[config.mk]
export PLATFORM = sky130hd
export DESIGN_NAME = sd_d_driver
export DESIGN_NICKNAME = d
export VERILOG_FILES = /design/src/rtl/sd_d_driver_pkg.sv /design/src/rtl/sd_crc16_serial.sv /design/src/rtl/sd_d_driver.sv
export SDC_FILE = /design/constraint.sdc
export NUM_CORES = 1
export LEC_CHECK = 0
export CORE_UTILIZATION = 55
export CTS_BUF_LIST = sky130_fd_sc_hd__clkbuf_2 sky130_fd_sc_hd__clkbuf_4 sky130_fd_sc_hd__clkbuf_8
export DETAILED_ROUTE_END_ITERATION = 10
export GPL_ROUTABILITY_DRIVEN = 0
export PLACE_DENSITY = 0.75
export SETUP_SLACK_MARGIN = 0.3
export SYNTH_ARGS = -nofsm -noshare
export SYNTH_HDL_FRONTEND = slang
export SYNTH_SLANG_ARGS = --single-unit
[constraint.sdc]
create_clock -name iclk -period 3.2 [get_ports iclk]
set_clock_uncertainty 0.1 [all_clocks]
set_input_delay 0.64 -clock iclk [delete_from_list [all_inputs] [get_ports iclk]]
set_output_delay 0.64 -clock iclk [all_outputs]
set_load 0.02 [all_outputs]
[src/rtl/sd_d_driver_pkg.sv]
// Shared constants, state encoding and the serial CRC16 step for the SD DAT-line driver.
// Block length, bus symbols and the accepted-status token live here so the FSM and CRC agree.
package sd_d_driver_pkg;

  localparam int          BLOCK_LEN       = 1024;
  localparam int          ADDR_W          = 10;
  localparam int          CRC_LEN         = 16;
  localparam logic [15:0] CRC16_POLY      = 16'h1021;
  localparam logic        START_BIT       = 1'b0;
  localparam logic        END_BIT         = 1'b1;
  localparam logic [3:0]  BUS_START       = 4'h0;
  localparam logic [3:0]  BUS_IDLE        = 4'hF;
  localparam logic [2:0]  STATUS_ACCEPTED = 3'b010;

  typedef enum logic [3:0] {
    ST_IDLE,
    ST_RD_START,
    ST_RD_DATA,
    ST_RD_CRC,
    ST_RD_END,
    ST_WR_START,
    ST_WR_DATA,
    ST_WR_CRC,
    ST_WR_END,
    ST_WR_STAT,
    ST_WR_BUSY,
    ST_DONE
  } state_t;

  // One bit of CRC16-CCITT, MSB-first shift register form.
  function automatic logic [15:0] crc16_step(input logic [15:0] crc, input logic din);
    logic fb;
    fb = din ^ crc[15];
    return {crc[14:0], 1'b0} ^ (fb ? CRC16_POLY : 16'h0000);
  endfunction

endpackage

[src/rtl/sd_crc16_serial.sv]
// Bit-serial CRC16-CCITT accumulator for one DAT line; synchronous clear wins over enable.
module sd_crc16_serial
  import sd_d_driver_pkg::*;
(
  input  logic        clk,
  input  logic        clear,
  input  logic        enable,
  input  logic        data_bit,
  output logic [15:0] crc
);

  logic [15:0] crc_reg;

  always_ff @(posedge clk) begin
    if (clear) begin
      crc_reg <= '0;
    end else if (enable) begin
      crc_reg <= crc16_step(crc_reg, data_bit);
    end
  end

  assign crc = crc_reg;

endmodule

[src/rtl/sd_d_driver.sv]
// SD 4-bit DAT-line driver: moves one 1024-nibble block between the card bus and the block buffer,
// generating/checking per-line CRC16 and handling the write CRC-status token and busy phase.
module sd_d_driver
  import sd_d_driver_pkg::*;
(
  input  logic        iclk,
  input  logic        irst,
  input  logic [3:0]  idata_sd,
  output logic [3:0]  odata_sd,
  input  logic        istart_read,
  input  logic        istart_write,
  output logic [9:0]  oaddr,
  output logic [3:0]  owdata,
  output logic        owrite_en,
  input  logic [3:0]  irdata,
  output logic        ocrc_fail,
  output logic        odone
);

  localparam logic [ADDR_W-1:0] LAST_NIBBLE = ADDR_W'(BLOCK_LEN - 1);
  localparam logic [3:0]        LAST_CRC    = 4'(CRC_LEN - 1);

  state_t            state_reg, state_next;
  logic [ADDR_W-1:0] cnt_reg, cnt_next;
  logic [ADDR_W-1:0] addr_reg, addr_next;
  logic              err_reg, err_next;
  logic              fail_reg, fail_next;
  logic              stat_seen_reg, stat_seen_next;
  logic [2:0]        token_reg, token_next;

  logic              start_accept;
  logic              crc_clear;
  logic              crc_enable;
  logic [3:0]        crc_din;
  logic [3:0]        crc_sel;
  logic [3:0]        crc_bit;
  logic [15:0]       crc_line [4];

  assign start_accept = (state_reg == ST_IDLE) && (istart_read || istart_write);
  assign crc_clear    = irst || start_accept;
  assign crc_enable   = (state_reg == ST_RD_DATA) || (state_reg == ST_WR_DATA);
  // On write the CRC must cover exactly what goes out on the bus, i.e. the buffer data.
  assign crc_din      = (state_reg == ST_WR_DATA) ? irdata : idata_sd;
  assign crc_sel      = LAST_CRC - cnt_reg[3:0];

  genvar gi;
  generate
    for (gi = 0; gi < 4; gi++) begin : g_line
      sd_crc16_serial u_crc (
        .clk      (iclk),
        .clear    (crc_clear),
        .enable   (crc_enable),
        .data_bit (crc_din[gi]),
        .crc      (crc_line[gi])
      );
      assign crc_bit[gi] = crc_line[gi][crc_sel];
    end
  endgenerate

  always_ff @(posedge iclk) begin
    if (irst) begin
      state_reg     <= ST_IDLE;
      cnt_reg       <= '0;
      addr_reg      <= '0;
      err_reg       <= 1'b0;
      fail_reg      <= 1'b0;
      stat_seen_reg <= 1'b0;
      token_reg     <= '0;
    end else begin
      state_reg     <= state_next;
      cnt_reg       <= cnt_next;
      addr_reg      <= addr_next;
      err_reg       <= err_next;
      fail_reg      <= fail_next;
      stat_seen_reg <= stat_seen_next;
      token_reg     <= token_next;
    end
  end

  always_comb begin
    state_next     = state_reg;
    cnt_next       = cnt_reg;
    addr_next      = addr_reg;
    err_next       = err_reg;
    fail_next      = fail_reg;
    stat_seen_next = stat_seen_reg;
    token_next     = token_reg;
    unique case (state_reg)
      ST_IDLE: begin
        if (start_accept) begin
          state_next = istart_read ? ST_RD_START : ST_WR_START;
          cnt_next   = '0;
          addr_next  = '0;
          err_next   = 1'b0;
          fail_next  = 1'b0;
        end
      end
      ST_RD_START: begin
        if (idata_sd == BUS_START) state_next = ST_RD_DATA;
      end
      ST_RD_DATA: begin
        addr_next = addr_reg + 1'b1;
        cnt_next  = cnt_reg + 1'b1;
        if (cnt_reg == LAST_NIBBLE) begin
          state_next = ST_RD_CRC;
          cnt_next   = '0;
          addr_next  = '0;
        end
      end
      ST_RD_CRC: begin
        if (idata_sd != crc_bit) err_next = 1'b1;
        cnt_next = cnt_reg + 1'b1;
        if (cnt_reg[3:0] == LAST_CRC) begin
          state_next = ST_RD_END;
          cnt_next   = '0;
        end
      end
      ST_RD_END: begin
        if (idata_sd != BUS_IDLE) err_next = 1'b1;
        state_next = ST_DONE;
      end
      ST_WR_START: begin
        // Address 0 was presented here, so its data lands on the first WR_DATA cycle.
        addr_next  = addr_reg + 1'b1;
        state_next = ST_WR_DATA;
      end
      ST_WR_DATA: begin
        addr_next = addr_reg + 1'b1;
        cnt_next  = cnt_reg + 1'b1;
        if (cnt_reg == LAST_NIBBLE) begin
          state_next = ST_WR_CRC;
          cnt_next   = '0;
          addr_next  = '0;
        end
      end
      ST_WR_CRC: begin
        cnt_next = cnt_reg + 1'b1;
        if (cnt_reg[3:0] == LAST_CRC) begin
          state_next = ST_WR_END;
          cnt_next   = '0;
        end
      end
      ST_WR_END: begin
        state_next     = ST_WR_STAT;
        stat_seen_next = 1'b0;
        cnt_next       = '0;
      end
      ST_WR_STAT: begin
        if (!stat_seen_reg) begin
          if (idata_sd[0] == START_BIT) stat_seen_next = 1'b1;
        end else if (cnt_reg[1:0] != 2'd3) begin
          token_next = {token_reg[1:0], idata_sd[0]};
          cnt_next   = cnt_reg + 1'b1;
        end else begin
          // This cycle carries the end bit; the token is complete.
          if (token_reg != STATUS_ACCEPTED) err_next = 1'b1;
          state_next = ST_WR_BUSY;
          cnt_next   = '0;
        end
      end
      ST_WR_BUSY: begin
        if (idata_sd[0] == END_BIT) state_next = ST_DONE;
      end
      ST_DONE: begin
        fail_next  = err_reg;
        state_next = ST_IDLE;
      end
      default: state_next = ST_IDLE;
    endcase
  end

  always_comb begin
    odata_sd  = BUS_IDLE;
    owdata    = 4'h0;
    owrite_en = 1'b0;
    odone     = 1'b0;
    ocrc_fail = fail_reg;
    unique case (state_reg)
      ST_RD_DATA: begin
        owdata    = idata_sd;
        owrite_en = 1'b1;
      end
      ST_WR_START: odata_sd = BUS_START;
      ST_WR_DATA:  odata_sd = irdata;
      ST_WR_CRC:   odata_sd = crc_bit;
      ST_DONE: begin
        odone     = 1'b1;
        ocrc_fail = err_reg;
      end
      default: ;
    endcase
  end

  assign oaddr = addr_reg;

endmodule

* Word level (Yosys, flattened, before mapping)
Index checks and enable logic that the tools add are counted.
** Storage, ports and cells
- Flip-flop bits (word level) :: 94
- Input port bits :: 12
- Output and inout bits :: 21
- Logic and storage cells :: 119
** Cells by class
- $add $sub $neg :: 3
- $lt $le $gt $ge :: 1
- Eq/ne operators :: 29
- Multiplexer cells :: 48
- Bitwise operators :: 8
- Reduce and logical (&&, ||, !) cells :: 19
** Operator list (count)
- 16-bit XOR :: 4
- 10-bit 2-to-1 mux :: 6
- 13-bit 2-to-1 mux :: 4
- 10-bit case mux with 5 select lines :: 1
- 4-bit 2-to-1 mux :: 11
- 4-bit case mux with 11 select lines :: 1
- 10-bit case mux with 3 select lines :: 1
- 2-bit inequality test, second input constant :: 11
- 10-bit by 1-bit adder with 10-bit output, second input constant :: 2
- 4-bit equality test, second input constant :: 5
- 1-bit binary-select mux with 4-bit select :: 4
- 4-bit by 3-bit equality test with 1-bit output, second input constant :: 4
- 1-bit 2-to-1 mux :: 15
- 4-bit case mux with 3 select lines :: 1
- 10-bit equality test, second input constant :: 1
- 9-bit AND reduction :: 1
- 4-bit by 2-bit equality test with 1-bit output, second input constant :: 2
- 4-bit logical NOT :: 2
- 7-bit AND reduction :: 1
- 3-bit AND reduction :: 2
- 4-bit by 5-bit less-than comparator with 1-bit output, second input constant :: 1
- 5-bit nonzero test :: 1
- 4-bit by 1-bit equality test with 1-bit output, second input constant :: 1
- 2-bit by 1-bit inequality test with 1-bit output, second input constant :: 2
- other kinds (15) :: 24

* Logic depth before layout (Yosys ltp)
Gate-level depths: netlist of the first run.
- Depth after elaboration :: 6
- Depth in mapped cells :: 8
- Depth with buffers taken out :: 7

* Cells and area by module
A second synthesis of the first run with hierarchy kept.
** Unflattened totals
- Cells, all modules :: 522
- Area, all modules :: 4959.8 µm²
** By module, submodules not included
- sd_d_driver :: times used 1, cells each 294, area an instance 2497.4 µm², seq. area each 600.6 µm²
- sd_crc16_serial :: times used 4, cells each 57, area an instance 615.6 µm², seq. area each 320.3 µm²

* Worst setup path after synthesis of the first run
No wires, ideal clock.
- Kind :: register to output
- From :: register state_reg[1]
- To :: output port owdata[0]
- Arrival time :: 1.838 ns
- Required time :: 2.460 ns
- Setup slack :: 0.622 ns
- Stages on the path, launching flop included :: 7
- Buffers on the path :: 2
- Path through :: dfxtp_1 > buf_2 > inv_2 > or3_1 > clkbuf_1 > nor2_1 > and2_1
** On the way
- Longest elaborated chain between the ends :: 2
** Ends and longest elaborated chain
- start: declaration :: line sd_d_driver.sv:23 : state_t state_reg, state_next;
- start signal: assignment :: line sd_d_driver.sv:70 : state_reg <= state_next;
- 4-bit by 2-bit equality test with 1-bit output :: line sd_d_driver.sv:178 : unique case (state_reg)
- 4-bit 2-to-1 mux :: line sd_d_driver.sv:178
- end: declaration :: line sd_d_driver.sv:13 : output logic [3:0] owdata,
Every way passes these cells.

* Final worst setup path of the first run
- From :: register cnt_reg[2]
- To :: output port odata_sd[3]
** On the way
- Longest elaborated chain between the ends :: 4
** Ends and longest elaborated chain
- start: declaration :: line sd_d_driver.sv:24 : logic [ADDR_W-1:0] cnt_reg, cnt_next;
- start signal: assignment :: line sd_d_driver.sv:71 : cnt_reg <= cnt_next;
- 4-bit subtractor :: line sd_d_driver.sv:44 : assign crc_sel = LAST_CRC - cnt_reg[3:0];
- 1-bit binary-select mux with 4-bit select :: line sd_d_driver.sv:56 : assign crc_bit[gi] = crc_line[gi][crc_sel];
- 1-bit 2-to-1 mux (not written as such) :: line sd_d_driver.sv:56
- 4-bit case mux with 3 select lines :: line sd_d_driver.sv:178
- end: declaration :: line sd_d_driver.sv:9 : output logic [3:0] odata_sd,
Every way passes these cells. The select of a mux whose other input is x is not followed.

==> run summary, run 1 <==
The H-tree depth is 3. The placed wire-length estimate came out at between 7000 and 8000 um. The design internal power is slightly above 2 mW.

Timing would allow up to about 350 MHz. The later pin in the worst-skew pair is clocked with a latency of approximately 0.36 ns. The via count of the first global-routing pass was between 3000 and 4000. The total I/O pin count came out at 33.

Summed over all instances, the cell type with the most area after synthesis is dfxtp_1. The sequential-to-total area share from yosys stat came out at approximately two fifths. The maximum clock insertion buffer count came out at 2. The worst slew margin relative to its limit is 55.3%. The most used flip-flop cell after synthesis is dfxtp_1. The initial utilization of the core area, before any placement, comes to 57.0%. Counting flops with a built-in enable in the synthesized netlist gives 0. By startpoint and endpoint, the worst setup path is classified as flip-flop to output port. The total number of yosys warnings is 0.

The final setup TNS came out at 0 ns. The static leakage came out at 1.82 nW. The final net count is approximately 610.

The worst hold path belongs to the class flip-flop to flip-flop. The number of antenna violations at the first check in global routing is 0. The element type at the critical path end is an output port. The DRC marker count from the first detailed-route iteration is between 200 and 300. The number of instances in the placed design came out at ~680. The proportion of total power due to net switching came out at between 30% and 40%.

The average footprint of a synthesized cell came out at 8.22 um^2. Synthesis produced a netlist with a net count of 586. Dividing total power by cell area gives a power density of approximately 630 nW/um^2.

The number of pins with negative max-slew slack in the final report came out at 0. The post-route minimum period is 2.85 ns. Clock tree synthesis inserted a total of 9 buffers. The number of hold buffers added after CTS is 0. The synthesized netlist contains 54 unique library cells. The die covers 8890 um^2. In the final routed layout, each cell accounts on average for roughly 15 um.

Measured along the x axis, the die boundary spans between 90 and 100 um. The highest ir drop seen on vdd came out at 0.306 mV. The number of flip-flops under the largest register name came out at between 60 and 70.

Final hold analysis gives a worst-case slack of 0.370 ns. In this design, the stage delay of the slowest critical-path cell is 0.50 ns. The die extent in y is ~94 um.

The number of nets still failing antenna checks after routing came out at 0. The maximum number of pins on one net before global-route repair is 66. The fraction of power consumed by combinational cells is approximately 35%. The critical path required time came out at about 2.5 ns. The mapped netlist covers between 4000 and 5000 um^2. The number of cell rows came out at 33. The clock root buffer is clkbuf_8. The final design utilization came out at roughly two thirds. The overall routing resource usage came out at between 20% and 30%. The register bit count reported by yosys is between 90 and 100. From synthesis to final layout, the design area changed by 14.3%.

The gate count after technology mapping came out at 570. The first detailed-routing pass took 5 iterations. For this run, design rule violations remaining after detail routing come to 0.

The post-synthesis async set-or-reset flop share is 0%. The total net switching power is ~1.3 mW. The arrival time reported for the critical path endpoint is 2.11 ns.

The wire length of the first global-routing pass came out at 18400 um. The final global-route overflow total came out at 0. The highest-delay cell along the critical path is mux4_2. Counting instances in the post-synthesis netlist gives the leading cell types as nand2_1 (140), dfxtp_1 (94), a21oi_1 (72), nor2_1 (52). The register clock-pin slew on the reported worst setup and hold paths came out at roughly 0.090 ns. The final period utilization is roughly nine tenths. Setup repair after global routing could not meet its margin everywhere.

Across the run, the number of max-cap violations was 0. The critical path buffer and inverter count is 1. The total setup violations reported at the end of the flow came out at 0.

The share of Yosys cell area claimed by the top area cell type came out at between 40% and 50%. The part of the power in registers came out at about two fifths. The repair_antennas step left the layout with diodes totalling 0. The number of filler cells placed in the layout is roughly 710. In the post-synthesis netlist, the cell with the most instances is nand2_1.

The worst setup path is launched from a flip-flop. The maximum fanout count along the critical path is 6. The critical path goes through mux4_2 > mux2_2 > a21oi_4 > o221ai_1 > clkbuf_2. Among cell families on the critical path, the largest total delay comes from multiplexers.

The core region is between 8000 and 9000 um^2. The via count came out at slightly above 4000. The port buffer count came out at 32. The number of failing hold endpoints at the final stage came to 0. The clock net sink count came out at 94. By area the synthesized netlist is led by dfxtp_1 (40%), nand2_1 (11%), a21oi_1 (7.7%). The clock network is responsible for between 20 and 30% of the overall power. The final cell count without fillers came out at roughly 700.

The actual slew at the worst max-slew pin is approximately 0.67 ns. The run finished with clean final reports. TritonCTS built the clock tree. The layout cell share with drive strength beyond 1 is 13.6%. The sum of routed wire length over all layers came out at 10800 um. The number of vias per cell came out at 5.77.
[kinds of logic after synthesis]
| group | share of synthesized area [%] |
|---|---|
| adders and majority gates | 1.07 |
| AOI/OAI and AO/OA | 14.6 |
| and+or+nand+nor | 23.4 |
| DFF | 40.2 |
| muxes | 10.7 |
| xor gates and xnor gates | 5.61 |
| buffers and inverters | 4.38 |
[repair_timing]
item / 4_1_cts / 5_1_grt
buffers inserted: 1 / 0
gates cloned: 0 / 0
pin swaps: 0 / 1
endpoints found under the setup margin: 9 / 6
resized for setup: 35 / 11
[layer usage]
layer | part of all wire [%] | wire, um | track usage, % | vias up
li1 | - | - | - | 2000
met1 | 45 | 4890 | 36.3 | 1918
met2 | 48 | 5230 | 43.0 | 114
met3 | 4.9 | 525 | 4.77 | 15
met4 | 1.3 | 143 | 7.44 | 0
met5 | 0 | 0 | 0 | -
[metrics by stage]
step	setup WS, ns	power [mW]	cell area (um^2)
2_1_floorplan	0.622	2.21	4690
3_3_place_gp	0.0909	2.49	5090
5_1_grt	0.269	3.53	5360
6_report	0.346	3.35	5360
4_1_cts	0.229	3.34	5330
3_5_place_dp	0.0813	2.51	5090
[power groups by stage]
stage	Combinational [mW]	Clock, mW	Sequential, mW
3_3_place_gp	1.12	0	1.37
6_report	1.15	0.843	1.35
3_5_place_dp	1.14	0	1.37
5_1_grt	1.26	0.903	1.37
4_1_cts	1.14	0.855	1.34
2_1_floorplan	0.886	0	1.33
[final timing paths]
check | depth (start not counted) | from | end | slack, ns
setup / recovery | 5 | cnt_reg[2] | odata_sd[3] | 0.35
hold / removal | 2 | g_line[2].u_crc.crc[0] | g_line[2].u_crc.crc[1] | 0.37
setup reg to reg | 8 | cnt_reg[1] | cnt_reg[0] | 0.87
hold reg to reg | 2 | g_line[2].u_crc.crc[0] | g_line[2].u_crc.crc[1] | 0.37
[cells in the final DEF, fill, tap and decap left out, types with 2 or more instances in the layout]
master,n
a211oi_1,3
a211oi_2,2
a21oi_1,70
a311oi_1,3
a31oi_1,7
a41oi_1,2
and2_1,5
and3_1,8
buf_2,2
buf_4,16
buf_6,3
clkbuf_8,11
clkdlybuf4s50_1,23
dfxtp_1,88
dfxtp_2,3
dfxtp_4,3
dlygate4sd2_1,4
ha_1,4
inv_1,2
inv_2,2
mux2i_1,12
mux4_2,16
nand2_1,140
nand2b_1,4
nand3_1,10
nand4_1,5
nor2_1,51
nor2b_1,3
nor3_1,13
o21ai_0,7
o21ai_1,2
o21bai_1,4
o32ai_1,2
xnor2_1,14
xor2_1,16
[tightest hold or removal path, delay by kind of cell (launching register included)]
| kind | cells | cell delay, ns |
|---|---|---|
| AO/OA/AOI/OAI | 1 | 0.05 |
| flip-flops | 1 | 0.33 |
| AND/OR/NAND/NOR | 1 | 0.05 |
[layout make-up]
type / count / area [um^2] / area share (%)
clock buffer: 12 / 159 / 2.97
clock inverter: 4 / 52.6 / 0.981
inverter: 4 / 15.0 / 0.280
multi-input combinational: 431 / 2640 / 49.3
sequential: 94 / 1900 / 35.4
tap: 105 / 131 / 2.45
timing repair buffer: 51 / 462 / 8.62
(Power assumes the default switching activity.)
==> run 2, diff against run 1 <==
Clock period 3.2 ns to 3.1 ns, I/O delays scaled along.
==> run 2 against run 1 <==
Compared with the run above: via count grew 2.5%; critical path depth grew 3; first-iteration DRC count shrank 1.1%; combinational power grew 9.6%; largest power group unchanged; largest cell class unchanged; clock-buffer cell count shrank 2; clock power grew 19%; sequential power is essentially flat; global-route usage shrank 0.22 points; final area grew 2.9%; setup slack lost 0.18 ns; power grew 8.6%; critical path type unchanged.
==> run summary, run 2 (synthesis gave the netlist of run 1 again) <==
The max-cap violation count is 0 (unchanged). The total setup violations reported at the end of the flow is 0 (unchanged). The placed wire-length estimate is 7640 um (+3.2%). The total power consumption of the routed design came out at 3.64 mW (+8.6%). The final period utilization is 94.6%. The number of nets still failing antenna checks after routing is 0 (unchanged). The flow ran to the end, and the final reports show no timing, DRC or antenna violations.

The clock insertion delay at the later pin of the skew report came out at 0.37 ns (about the same). The clock net sink count is 94 (unchanged). The number of filler cells placed in the layout came to 671 (-5.6%).

The overall die area came to 8890 um^2 (unchanged). The type of the worst setup path is flip-flop to output port. The register cell area after layout came out at 1900 um^2 (unchanged). The number of flip-flops under the largest register name is 64 (unchanged). The number of antenna repair diodes came out at 0 (unchanged).

The maximum number of pins on one net before global-route repair is 66 (unchanged). The register clock-pin slew on the reported worst setup and hold paths is 0.09 ns (about the same). The upper clock frequency limit is about 340 MHz. The worst setup path is captured at an output port. The final non-filler cell area was 5510 um^2 (+2.9%). The tree is rooted in a clkbuf_8.

The TritonCTS buffer count was 9 (unchanged). The highest ir drop seen on vdd came to 0.312 mV (+1.9%). The library cell used most frequently in the layout, excluding fill and tap cells, is nand2_1.

The path category of the worst min-delay check is flip-flop to flip-flop. The maximum fanout count along the critical path came out at 5 (-1). The total I/O pin count is 33 (unchanged). The sum of routed wire length over all layers is 11400 um (+5.3%).

In the layout the commonest cells are nand2_1 (140), dfxtp_1 (90), a21oi_1 (69). The layout cell share with drive strength beyond 1 is 14.6% (+1.0 points). The final cell count without fillers came out at 708 (+1.0%). The wire length of the first global-routing pass came out at 18200 um (-1.1%). The area used by multi-input combinational logic is 2660 um^2 (+0.66%). The die extent in y is 94.3 um (unchanged).

The final global-route overflow total is 0 (unchanged). The number of instances in the placed design is 685 (+0.15%). The total net switching power came out at 1.36 mW (+4.8%).

The worst slew margin relative to its limit was 54.0% (-1.3 points). TritonCTS built the clock tree. The part of the power in registers is 37.6% (-2.8 points). The number of failing hold endpoints at the final stage is 0 (unchanged). The core footprint is 8220 um^2 (unchanged). The worst hold slack after final layout came out at 0.373 ns (+0.00357 ns). Setup repair after global routing could not meet its margin everywhere. The worst-case setup slack after placement came to 0.0119 ns (-0.0694 ns). The critical path required time is 2.38 ns (-0.08 ns). The number of pins with negative max-slew slack in the final report was 0 (unchanged).

The overall die width came out at 94.3 um (unchanged). The post-route minimum period is 2.93 ns. The arrival time reported for the critical path endpoint came out at 2.21 ns (+0.10 ns). The DRC marker count from the first detailed-route iteration was 261 (-1.1%). The port buffer count is 32 (unchanged). The starting density of the core came out at 57.0% (unchanged). The type of element launching the critical path is a flip-flop. The number of cell rows is 33 (unchanged). The detail-routed net length per standard cell is 16.0 um (+4.3%).

The number of vias per cell came out at 5.86 (+1.5%). The proportion of power drawn by the clock network came out at 27.6% (+2.4 points). The final design utilization is 67.1% (+1.9 points).

The fraction of power consumed by combinational cells came out at 34.8% (+0.3 points). The via count was 4149 (+2.5%). The power density over the cells is 660 nW/um^2 (+5.5%).

The growth of design area from synthesis to finish is 17.6%. The H-tree depth is 3 (unchanged). The detailed-route DRC error count was 0 (unchanged). The number of antenna violations at the first check in global routing came out at 0 (unchanged). The via count of the first global-routing pass came out at 3877 (+1.9%).

The static leakage came out at 1.88 nW (+3.1%). The actual slew at the worst max-slew pin is 0.686 ns (+0.0152 ns). The area after detailed placement is 5140 um^2 (+0.88%). The final setup TNS is 0 ns (unchanged). The proportion of total power due to net switching is 37.4% (-1.3 points). The maximum clock insertion buffer count is 2 (unchanged). The final net count is 614 (+1.2%).

The overall routing resource usage is 26.3% (-0.22 points). The design internal power is 2.28 mW (+11%). The length of the first detailed-routing pass in iterations came out at 5 (unchanged). The post-layout worst setup margin is 0.166 ns (-0.181 ns).
==> run 2: power groups by stage <==
stage	clock (mW)	sequential, mW	combinational (mW)
after floorplan	0	1.37	0.914
after global placement	0	1.39	1.21
after detailed placement	0	1.39	1.23
after CTS	1.02	1.37	1.24
after global routing	1.06	1.38	1.37
final	1.00	1.37	1.26
==> run 2: layout make-up <==
type                    instances  share of cell area (%)
clock buffers                  10                    2.50
clock inverters                 6                    2.11
inverters                       4                   0.272
multi-input cells             431                    48.2
flip-flops and latches         94                    34.4
well taps                     105                    2.38
repair buffers                 58                    10.1
==> run 2: metal layers <==
| metal | vias up | global-route usage, % | share of wire [%] |
|---|---|---|---|
| li1 | 2024 | - | - |
| met1 | 1988 | 33.4 | 44 |
| met2 | 118 | 44.3 | 49 |
| met3 | 19 | 4.77 | 4.5 |
| met4 | 0 | 10.3 | 2.0 |
| met5 | - | 0 | 0 |
==> run 2: worst max-delay path, cell delays in order (launching register included) <==
cell and delay [ns]:
dfxtp_4 0.38, buf_6 0.13, mux4_2 0.50, nor2b_4 0.15, a211oi_2 0.28, a21oi_2 0.07
nand2_1 0.07, a31oi_1 0.08, buf_4 0.18
==> run 2: worst paths after layout <==
kind                                        startpoint                      to  slack, ns  cells past startpoint
worst max-delay path                        cnt_reg[2]             odata_sd[1]       0.17                      8
worst min register to register  g_line[3].u_crc.crc[3]  g_line[3].u_crc.crc[4]       0.37                      2
worst min-delay path            g_line[3].u_crc.crc[3]  g_line[3].u_crc.crc[4]       0.37                      2
worst max register to register              cnt_reg[0]              cnt_reg[0]       0.66                      8
==> run 2: repair_timing <==
action,in CTS,in global routing
hold endpoints to repair,0,0
pin swaps,3,3
buffers inserted,2,5
setup endpoints to repair,10,4
resized for setup,43,8
hold buffers,0,0
